===== config.mk =====
export PLATFORM = sky130hd
export DESIGN_NAME = mbus_fault_sched
export DESIGN_NICKNAME = d
export VERILOG_FILES = /design/src/rtl/mbus_fault_pkg.sv /design/src/rtl/mbus_line_mon.sv /design/src/rtl/mbus_fault_sched.sv
export SDC_FILE = /design/constraint.sdc
export NUM_CORES = 1
export LEC_CHECK = 0
export ABC_AREA = 1
export CAP_MARGIN = 20
export CORE_ASPECT_RATIO = 0.9
export CORE_UTILIZATION = 30
export CTS_BUF_LIST = sky130_fd_sc_hd__clkbuf_8
export CTS_CLUSTER_DIAMETER = 50
export DETAILED_ROUTE_END_ITERATION = 7
export GPL_TIMING_DRIVEN = 0
export MAX_ROUTING_LAYER = met4
export SETUP_SLACK_MARGIN = 0.05
export SKIP_CTS_REPAIR_TIMING = 1
export SLEW_MARGIN = 5
export SYNTH_ARGS = -nofsm -noshare
export SYNTH_HDL_FRONTEND = slang
export SYNTH_HIERARCHICAL = 1
export SYNTH_SLANG_ARGS = --single-unit

===== constraint.sdc =====
create_clock -name SYSCLK -period 1.8 [get_ports SYSCLK]
set_input_delay 0.36 -clock SYSCLK [delete_from_list [all_inputs] [get_ports SYSCLK]]
set_output_delay 0.36 -clock SYSCLK [all_outputs]
set_load 0.005 [all_outputs]

===== src/rtl/mbus_fault_pkg.sv =====
// mbus_fault_pkg: shared types for the MBUS fault-injection sequencer.
// FSM state encoding, fault MODE codes, default sizes, saturating helper.
package mbus_fault_pkg;

  localparam int MSG_W_DEF    = 8;
  localparam int EDGE_W_DEF   = 16;
  localparam int IDLE_CYC_DEF = 64;
  localparam int IDLE_W_DEF   = 7;

  typedef enum logic [2:0] {
    IDLE,
    SKIP,
    COUNT,
    INJECT,
    WAIT_END,
    FIN
  } state_t;

  typedef enum logic [1:0] {
    FMODE_NONE   = 2'd0,
    FMODE_TXERR  = 2'd1,
    FMODE_GLITCH = 2'd2,
    FMODE_BOTH   = 2'd3
  } fmode_t;

  function automatic logic [7:0] sat_inc8(
    input logic [7:0] v
  );
    return (v == 8'hFF) ? v : v + 8'd1;
  endfunction

endpackage


===== src/rtl/mbus_line_mon.sv =====
// mbus_line_mon: CIN/DIN synchroniser, CIN rise detect, idle tracker.
// Ports: clk, rst_n, cin, din in; cin_rise, bus_idle, msg_start out.
module mbus_line_mon #(
  parameter int IDLE_CYC = 64,
  parameter int IDLE_W   = 7
) (
  input  logic clk,
  input  logic rst_n,
  input  logic cin,
  input  logic din,
  output logic cin_rise,
  output logic bus_idle,
  output logic msg_start
);

  localparam logic [IDLE_W-1:0] IDLE_LAST =
    IDLE_W'(IDLE_CYC - 1);

  logic [1:0]        cin_ff;
  logic [1:0]        din_ff;
  logic              cin_d;
  logic              din_d;
  logic [IDLE_W-1:0] idle_cnt;
  logic              cin_s;
  logic              din_s;
  logic              both_hi;
  logic              idle_hit;

  assign cin_s    = cin_ff[1];
  assign din_s    = din_ff[1];
  assign both_hi  = cin_s & din_s;
  assign cin_rise = cin_s & ~cin_d;
  assign idle_hit = both_hi && (idle_cnt == IDLE_LAST);
  // A start is DIN falling while CIN is parked high on an idle bus.
  assign msg_start = ~din_s & din_d & cin_s & bus_idle;

  always_ff @(posedge clk or negedge rst_n) begin
    if (!rst_n) begin
      cin_ff   <= 2'b11;
      din_ff   <= 2'b11;
      cin_d    <= 1'b1;
      din_d    <= 1'b1;
      idle_cnt <= '0;
      bus_idle <= 1'b1;
    end else begin
      cin_ff <= {cin_ff[0], cin};
      din_ff <= {din_ff[0], din};
      cin_d  <= cin_s;
      din_d  <= din_s;
      if (!both_hi) begin
        idle_cnt <= '0;
      end else if (idle_cnt != IDLE_LAST) begin
        idle_cnt <= idle_cnt + 1'b1;
      end
      if (msg_start) begin
        bus_idle <= 1'b0;
      end else if (idle_hit) begin
        bus_idle <= 1'b1;
      end
    end
  end

endmodule


===== src/rtl/mbus_fault_sched.sv =====
// mbus_fault_sched: places a tx-error/glitch enable on a chosen MBUS
// message and bit. In: SYSCLK RESETn CIN DIN ARM ABORT MODE SKIP_MSGS
// EDGE_OFS WINDOW. Out: TXERR_EN GLITCH_EN BUSY DONE FAULT_CNT.
module mbus_fault_sched
  import mbus_fault_pkg::*;
#(
  parameter int MSG_W    = MSG_W_DEF,
  parameter int EDGE_W   = EDGE_W_DEF,
  parameter int IDLE_CYC = IDLE_CYC_DEF,
  parameter int IDLE_W   = IDLE_W_DEF
) (
  input  logic              SYSCLK,
  input  logic              RESETn,
  input  logic              CIN,
  input  logic              DIN,
  input  logic              ARM,
  input  logic              ABORT,
  input  logic [1:0]        MODE,
  input  logic [MSG_W-1:0]  SKIP_MSGS,
  input  logic [EDGE_W-1:0] EDGE_OFS,
  input  logic [EDGE_W-1:0] WINDOW,
  output logic              TXERR_EN,
  output logic              GLITCH_EN,
  output logic              BUSY,
  output logic              DONE,
  output logic [7:0]        FAULT_CNT
);

  localparam logic [EDGE_W-1:0] E_ONE = EDGE_W'(1);

  logic cin_rise;
  logic bus_idle;
  logic msg_start;

  state_t            state_q, state_n;
  logic [1:0]        mode_q;
  logic [EDGE_W-1:0] ofs_q;
  logic [EDGE_W-1:0] wcfg_q;
  logic [MSG_W-1:0]  skip_q, skip_n;
  logic [EDGE_W-1:0] edge_q, edge_n;
  logic [EDGE_W-1:0] win_q, win_n;
  logic              tx_q, tx_n;
  logic              gl_q, gl_n;
  logic [7:0]        fcnt_q, fcnt_n;
  logic              cfg_ld;
  logic [EDGE_W-1:0] win_ld;

  mbus_line_mon #(
    .IDLE_CYC (IDLE_CYC),
    .IDLE_W   (IDLE_W)
  ) u_mon (
    .clk       (SYSCLK),
    .rst_n     (RESETn),
    .cin       (CIN),
    .din       (DIN),
    .cin_rise  (cin_rise),
    .bus_idle  (bus_idle),
    .msg_start (msg_start)
  );

  assign win_ld = (wcfg_q == '0) ? E_ONE : wcfg_q;

  always_comb begin
    state_n = state_q;
    skip_n  = skip_q;
    edge_n  = edge_q;
    win_n   = win_q;
    tx_n    = 1'b0;
    gl_n    = 1'b0;
    fcnt_n  = fcnt_q;
    cfg_ld  = 1'b0;
    unique case (state_q)
      IDLE: begin
        if (ARM) begin
          cfg_ld  = 1'b1;
          skip_n  = SKIP_MSGS;
          state_n = (MODE == FMODE_NONE) ? FIN : SKIP;
        end
      end
      SKIP: begin
        if (ABORT) begin
          state_n = FIN;
        end else if (msg_start) begin
          if (skip_q == '0) begin
            state_n = COUNT;
            edge_n  = ofs_q;
          end else begin
            skip_n = skip_q - 1'b1;
          end
        end
      end
      COUNT: begin
        if (ABORT || bus_idle) begin
          state_n = FIN;
        end else if (edge_q == '0 ||
                     (cin_rise && edge_q == E_ONE)) begin
          // Enables are flops so they rise with INJECT.
          state_n = INJECT;
          edge_n  = '0;
          win_n   = win_ld;
          tx_n    = mode_q[0];
          gl_n    = mode_q[1];
        end else if (cin_rise) begin
          edge_n = edge_q - E_ONE;
        end
      end
      INJECT: begin
        if (ABORT) begin
          state_n = FIN;
          fcnt_n  = sat_inc8(fcnt_q);
        end else if (bus_idle ||
                     (cin_rise && win_q <= E_ONE)) begin
          state_n = WAIT_END;
          fcnt_n  = sat_inc8(fcnt_q);
        end else begin
          tx_n = mode_q[0];
          gl_n = mode_q[1];
          if (cin_rise) begin
            win_n = win_q - E_ONE;
          end
        end
      end
      WAIT_END: begin
        if (ABORT || bus_idle) begin
          state_n = FIN;
        end
      end
      FIN: begin
        state_n = IDLE;
      end
      default: begin
        state_n = IDLE;
      end
    endcase
  end

  always_ff @(posedge SYSCLK or negedge RESETn) begin
    if (!RESETn) begin
      state_q <= IDLE;
      mode_q  <= '0;
      ofs_q   <= '0;
      wcfg_q  <= '0;
      skip_q  <= '0;
      edge_q  <= '0;
      win_q   <= '0;
      tx_q    <= 1'b0;
      gl_q    <= 1'b0;
      fcnt_q  <= '0;
    end else begin
      state_q <= state_n;
      skip_q  <= skip_n;
      edge_q  <= edge_n;
      win_q   <= win_n;
      tx_q    <= tx_n;
      gl_q    <= gl_n;
      fcnt_q  <= fcnt_n;
      if (cfg_ld) begin
        mode_q <= MODE;
        ofs_q  <= EDGE_OFS;
        wcfg_q <= WINDOW;
      end
    end
  end

  assign TXERR_EN  = tx_q;
  assign GLITCH_EN = gl_q;
  assign BUSY      = (state_q != IDLE);
  assign DONE      = (state_q == FIN);
  assign FAULT_CNT = fcnt_q;

endmodule


### After elaboration in Yosys (flattened, before gate mapping)

Cells that the tools add are included.
Widths: inputs -> output; s select.

| storage, ports and cells | value |
|---|---|
| bits in registers | 101 |
| bits in latches | 0 |
| memory bits (writable) | 0 |
| memory bits (read-only) | 0 |
| input bits | 48 |
| output and inout bits | 12 |
| word-level logic and storage cells | 126 |
| memories | 0 |

| cells by class | value |
|---|---|
| $add $sub $neg | 5 |
| $mul | 0 |
| div/mod/pow operators | 0 |
| order comparisons | 1 |
| equality and inequality tests | 26 |
| shifts and indexed selects | 0 |
| multiplexer cells | 49 |
| bitwise logic cells | 7 |
| reduce and logical (&&, ||, !) cells | 22 |

Operator list:

| operator | count |
|---|---|
| $mux 16 | 12 |
| $pmux 16 s2 | 2 |
| $mux 8 | 7 |
| $logic_not 16->1 | 2 |
| $sub 16x1->16 const B | 2 |
| $mux 3 | 10 |
| $ne 2x2->1 const B | 12 |
| $reduce_and 6->1 | 3 |
| $eq 16x1->1 const B | 1 |
| $le 16x1->1 const B | 1 |
| $pmux 8 s2 | 1 |
| $ne 3x3->1 const B | 5 |
| $pmux 3 s5 | 1 |
| $mux 7 | 2 |
| $mux 1 | 12 |
| $reduce_bool 2->1 | 5 |
| $add 8x1->8 const B | 1 |
| $eq 8x8->1 const B | 1 |
| $logic_not 8->1 | 1 |
| $sub 8x1->8 const B | 1 |
| $add 7x1->7 const B | 1 |
| $eq 7x6->1 const B | 1 |
| $ne 7x6->1 const B | 1 |
| $eq 3x2->1 const B | 2 |
| other kinds (12) | 23 |

### Depth between registers and ports, before layout

| logic depth | value |
|---|---|
| word-level depth | 7 |
| mapped depth | 13 |
| gate-level depth less buffers | 13 |

### Cells and area by module

Netlist, hierarchy kept.

Modules (own cells, without submodules):

| module | instances | cells each | area an instance (µm²) | seq. area each (µm²) |
|---|---|---|---|---|
| mbus_fault_sched | 1 | 687 | 5,067.4 | 2,177.1 |
| mbus_line_mon | 1 | 58 | 615.6 | 359.1 |

### Worst setup path after synthesis

Ideal clock, no wire load.

| timing path | value |
|---|---|
| path type | register -> register |
| from | reg edge_q[0] |
| to | reg win_q[10] |
| library setup time | 117 ps |
| arrival | 1,604 ps |
| required time | 1,683 ps |
| setup slack | 79 ps |
| stages on the path, launching flop included | 13 |
| buffers on the path | 1 |
| period minus slack after synthesis | 1,721 ps |
| cells stage by stage | dfrtp_1 > inv_1 > ha_1 > inv_1 > a21oi_1 > nand3_1 > nand2_2 > inv_2 > nor2_4 > nand2_4 > buf_6 > nand2_1 > nand2_1 |

| between the ends | value |
|---|---|
| cells in the longest elaborated chain, start to end | 5 |
| elaborated cells on any way between the ends | 6 |
| classes of those cells | eq/ne: 2; reduce/logical: 4 |

Ends and longest elaborated chain:

| what | line | source |
|---|---|---|
| start: declaration | mbus_fault_sched.sv:40 | `logic [EDGE_W-1:0] edge_q, edge_n;` |
| start signal: assignment | mbus_fault_sched.sv:152 | `edge_q <= edge_n;` |
| $eq 16x1->1 | mbus_fault_sched.sv:96 | `(cin_rise && edge_q == E_ONE)) begin` |
| $logic_and 1x1->1 | mbus_fault_sched.sv:96 |  |
| $logic_or 1x1->1 * | mbus_fault_sched.sv:95 | `end else if (edge_q == '0 \|\|` |
| $ne 2x2->1 (no line) * | n/a |  |
| $reduce_and 6->1 (no line) * | n/a |  |
| end signal: assignment | mbus_fault_sched.sv:153 | `win_q <= win_n;` |
| end: declaration | mbus_fault_sched.sv:41 | `logic [EDGE_W-1:0] win_q, win_n;` |

Mark *: on every way between the ends. The rest lies on a longest branch, timed or not.
A chain may end at the register's enable or synchronous reset.

### Worst setup path in the final report

| timing path | value |
|---|---|
| from | reg u_mon.cin_ff[1] |
| to | reg win_q[13] |

| between the ends | value |
|---|---|
| cells in the longest elaborated chain, start to end | 5 |
| elaborated cells on any way between the ends | 9 |
| classes of those cells | eq/ne: 3; bitwise: 1; reduce/logical: 5 |

Ends and longest elaborated chain:

| what | line | source |
|---|---|---|
| start: declaration | mbus_line_mon.sv:19 | `logic [1:0] cin_ff;` |
| start signal: assignment | mbus_line_mon.sv:46 | `cin_ff <= {cin_ff[0], cin};` |
| $and 1x1->1 * | mbus_line_mon.sv:32 | `assign cin_rise = cin_s & ~cin_d;` |
| named net cin_rise | mbus_fault_sched.sv:31 | `logic cin_rise;` |
| $logic_and 1x1->1 (on tied branches) | mbus_fault_sched.sv:112, mbus_fault_sched.sv:96 |  |
| $logic_or 1x1->1 (on tied branches) | mbus_fault_sched.sv:111, mbus_fault_sched.sv:95 |  |
| $ne 2x2->1 (no line) | n/a |  |
| $reduce_and 6->1 (no line) * | n/a |  |

The timed path passes the listed nets; every way through them passes the cells marked *.

==> insert_results.sql <==
INSERT INTO impl_metrics (metric_group, metric, value, unit) VALUES
('outcome', 'result_of_the_run', 'finished with violations', ''),
('outcome', 'violations', 'setup timing', ''),
('synthesis', 'count_of_warnings_emitted_by_yosys', '6', ''),
('synthesis', 'ys.flop_type', 'sky130_fd_sc_hd__dfrtp_1', ''),
('detailed_routing', 'met2RoutedLength', '6240', 'um'),
('pwr', 'seqPwrFrac', '35.4', '%'),
('sta', 'worst_clock_skew', '0.0200', 'ns'),
('layout', 'fin_cells', '1097', ''),
('sta', 'slew-limit-headroom', '65.0', '%'),
('pwr', 'irDropWorstVdd', '0.647', 'mV'),
('cts', 'cts_tree', 'yes', ''),
('pwr', 'power_frac_clock', '13.7', '%'),
('synthesis', 'post_synth.cell_area_avg', '7.63', 'um^2'),
('floorplanning', 'die_h', '133', 'um'),
('detailed_routing', 'detail_route.wirelength', '14100', 'um'),
('pwr', 'share_comb_of_total_power', '50.9', '%'),
('sta', 'final_min_period_over_clock_period', '109', '%'),
('detailed_routing', 'wire_per_inst', '12.9', 'um'),
('synthesis', 'synth_edf_count', '0', ''),
('cts', 'tritoncts.num_buffers', '9', ''),
('place', 'gp_routability_congestion', '0.863', ''),
('cts', 'cts.sink_count', '101', ''),
('synthesis', 'synthCells', '745', ''),
('critical_path', 'cp_data_required_time', '2.13', 'ns'),
('synthesis', 'synth.distinct_cells', '40', ''),
('layout', 'final_core_utilization', '39.3', '%'),
('place', 'dp_cells', '1050', ''),
('critical_path', 'setup.worst_path.end_class', 'flip-flop', ''),
('cts', 'cts_h_tree_lvls', '3', ''),
('grt', 'wire_length_of_the_first_global_routing_pass', '23500', 'um'),
('pwr', 'netSwitchingFraction', '43.8', '%'),
('synthesis', 'synth-xor-area-share', '3.70', '%'),
('pwr', 'power.leakage', '3.44', 'nW'),
('job', 'drv_cap', '0', ''),
('synthesis', 'synth-seq-cells', '101', ''),
('place', 'hpwl', '10200', 'um'),
('detailed_routing', 'detailedRoute.firstIterationViolations', '347', ''),
('place', 'port_buffers', '59', ''),
('pwr', 'total_switching_power', '4.80', 'mW'),
('sta', 'final.min_clock_period', '1.96', 'ns'),
('detailed_routing', 'postRouteAntennaNets', '0', ''),
('floorplanning', 'design.portCount', '60', ''),
('critical_path', 'regToRegSetupSlack', '-0.16', 'ns'),
('detailed_routing', 'drt-pass1-iter-count', '4', ''),
('layout', 'antennaDiodeCount', '0', ''),
('layout', 'area_growth', '27.7', '%'),
('layout', 'leading_cell_type_in_the_layout_fill_and_taps_excluded', 'sky130_fd_sc_hd__nand2_1', ''),
('sta', 'slew_viol_final', '0', ''),
('critical_path', 'arrival', '2.28', 'ns'),
('synthesis', 'synth_area', '5680', 'um^2'),
('sta', 'tns', '-2.77', 'ns'),
('floorplanning', 'initial_utilization', '30.8', '%'),
('sta', 'setup_viol', '37', ''),
('sta', 'setup_slack', '-0.155', 'ns'),
('hold_path', 'hp-class', 'reg -> reg', ''),
('pwr', 'total_power', '11.0', 'mW'),
('grt', 'antenna_found_initial', '0', ''),
('detailed_routing', 'avgViaCountPerCell', '4.56', ''),
('layout', 'mostFrequentLayoutCells', '220 x sky130_fd_sc_hd__nand2_1, 90 x sky130_fd_sc_hd__dfrtp_1, 79 x sky130_fd_sc_hd__inv_1', ''),
('synthesis', 'synthMuxAreaShare', '1.59', '%'),
('critical_path', 'timing.setup.critical_path_class', 'reg -> reg', ''),
('floorplanning', 'dieArea', '19500', 'um^2'),
('grt', 'globalRouteTotalUtil', '15.5', '%'),
('detailed_routing', 'route.top_layer_used', 'met4', ''),
('layout', 'total_area_of_multi_input_combinational_cells', '2830', 'um^2'),
('cts', 'cts.reportedPaths.clkPinSlew', '0.09', 'ns'),
('synthesis', 'yosys.area_share.simple', '30.8', '%'),
('synthesis', 'synth_adder_area_share', '1.76', '%'),
('floorplanning', 'core-area', '18500', 'um^2'),
('pwr', 'internal_power', '6.17', 'mW'),
('grt', 'total_overflow_reported_by_the_global_router', '0', '');
metrics by stage:
step | cell area [um^2] | setup slack (ns) | hold WS [ns]
after floorplan | 5680 | 0.0792 | 0.0644
after global placement | 6580 | -3.66 | 0.348
after detailed placement | 6610 | -0.475 | 0.348
after CTS | 6810 | -0.481 | -0.0531
after global routing | 7260 | -0.247 | 0.367
final | 7260 | -0.155 | 0.359
registers in the layout, indices dropped and copies added (netlist names), 3 cells and up:
name            flops
u_mon/idle_cnt      7
win_q              16
ofs_q              16
FAULT_CNT           8
wcfg_q             16
edge_q             16
state_q             3
skip_q              8
area by class of cell:
class | count | area share (%)
plain buffers | 18 | 1.85
inverters | 90 | 5.09
clock inverters | 6 | 0.879
well taps | 245 | 4.22
repair inverters | 1 | 0.103
flip-flops and latches | 101 | 35.0
clock buffers | 10 | 1.90
repair buffers | 90 | 12.0
multi-input cells | 536 | 39.0
metal layers:
layer | vias up | track usage, %
met4 | 0 | 4.64
met1 | 2316 | 21.3
li1 | 2580 | -
met2 | 93 | 22.9
met3 | 17 | 3.10
met5 | - | -
cell families (layout without fill, tap and decap cells):
logic type,count (synthesis),count (layout)
buffers and inverters,108,215
flip-flops,101,101
AO/OA/AOI/OAI,96,96
AND/OR/NAND/NOR,400,400
adder cells (fa/ha/maj),8,8
XOR/XNOR,24,24
multiplexers,8,8
worst paths after layout:
| kind | from | to | depth (start not counted) |
|---|---|---|---|
| min in group asynchronous | RESETn | wcfg_q[6] | 2 |
| max in group asynchronous | RESETn | u_mon/din_ff[0] | 3 |
| hold reg to reg | u_mon/cin_ff[0] | u_mon/cin_ff[1] | 0 |
| hold / removal | u_mon/cin_ff[0] | u_mon/cin_ff[1] | 0 |
| setup / recovery | u_mon/cin_ff[1] | win_q[13] | 14 |
| setup reg to reg | u_mon/cin_ff[1] | win_q[13] | 14 |
Yosys cell counts (5+ instances only):
| cell | instances | share of area, % |
|---|---|---|
| sky130_fd_sc_hd__o21ai_0 | 54 | 4.8 |
| sky130_fd_sc_hd__ha_1 | 8 | 1.8 |
| sky130_fd_sc_hd__nand2_2 | 5 | 0.55 |
| sky130_fd_sc_hd__xnor2_1 | 9 | 1.4 |
| sky130_fd_sc_hd__clkbuf_1 | 9 | 0.59 |
| sky130_fd_sc_hd__xor2_1 | 15 | 2.3 |
| sky130_fd_sc_hd__inv_1 | 80 | 5.3 |
| sky130_fd_sc_hd__nand4_1 | 9 | 0.99 |
| sky130_fd_sc_hd__nand2_1 | 234 | 15 |
| sky130_fd_sc_hd__a21oi_1 | 12 | 1.1 |
| sky130_fd_sc_hd__nor2_2 | 5 | 0.55 |
| sky130_fd_sc_hd__o22ai_1 | 12 | 1.3 |
| sky130_fd_sc_hd__nor2_1 | 62 | 4.1 |
| sky130_fd_sc_hd__nor3_1 | 8 | 0.70 |
| sky130_fd_sc_hd__dfstp_2 | 7 | 3.2 |
| sky130_fd_sc_hd__nand3_1 | 61 | 5.4 |
| sky130_fd_sc_hd__inv_2 | 7 | 0.46 |
| sky130_fd_sc_hd__dfrtp_1 | 94 | 41 |
| sky130_fd_sc_hd__mux2_2 | 8 | 1.6 |
worst max-delay path, stage by stage (launching register included):
cell and delay [ns]:
sky130_fd_sc_hd__dfstp_2 0.56, sky130_fd_sc_hd__inv_2 0.06, sky130_fd_sc_hd__nor2_4 0.14, sky130_fd_sc_hd__buf_4 0.13, sky130_fd_sc_hd__inv_4 0.04, sky130_fd_sc_hd__nor2_1 0.08
sky130_fd_sc_hd__nand2_1 0.06, sky130_fd_sc_hd__nor2_1 0.08, sky130_fd_sc_hd__nand3_1 0.12, sky130_fd_sc_hd__nand2_4 0.12, sky130_fd_sc_hd__o21ai_4 0.11, sky130_fd_sc_hd__nand2_4 0.14
sky130_fd_sc_hd__clkbuf_16 0.17, sky130_fd_sc_hd__nand2_2 0.04, sky130_fd_sc_hd__nand2_1 0.05
power by group through the flow:
stage,logic [mW],clock network (mW),registers [mW]
finish,5.59,1.50,3.88
CTS,5.04,1.56,3.87
floorplan,3.76,0,3.73
global route,6.36,1.63,4.01
detailed placement,5.02,0,3.90
global placement,4.93,0,3.89
(Power assumes the default switching activity.)
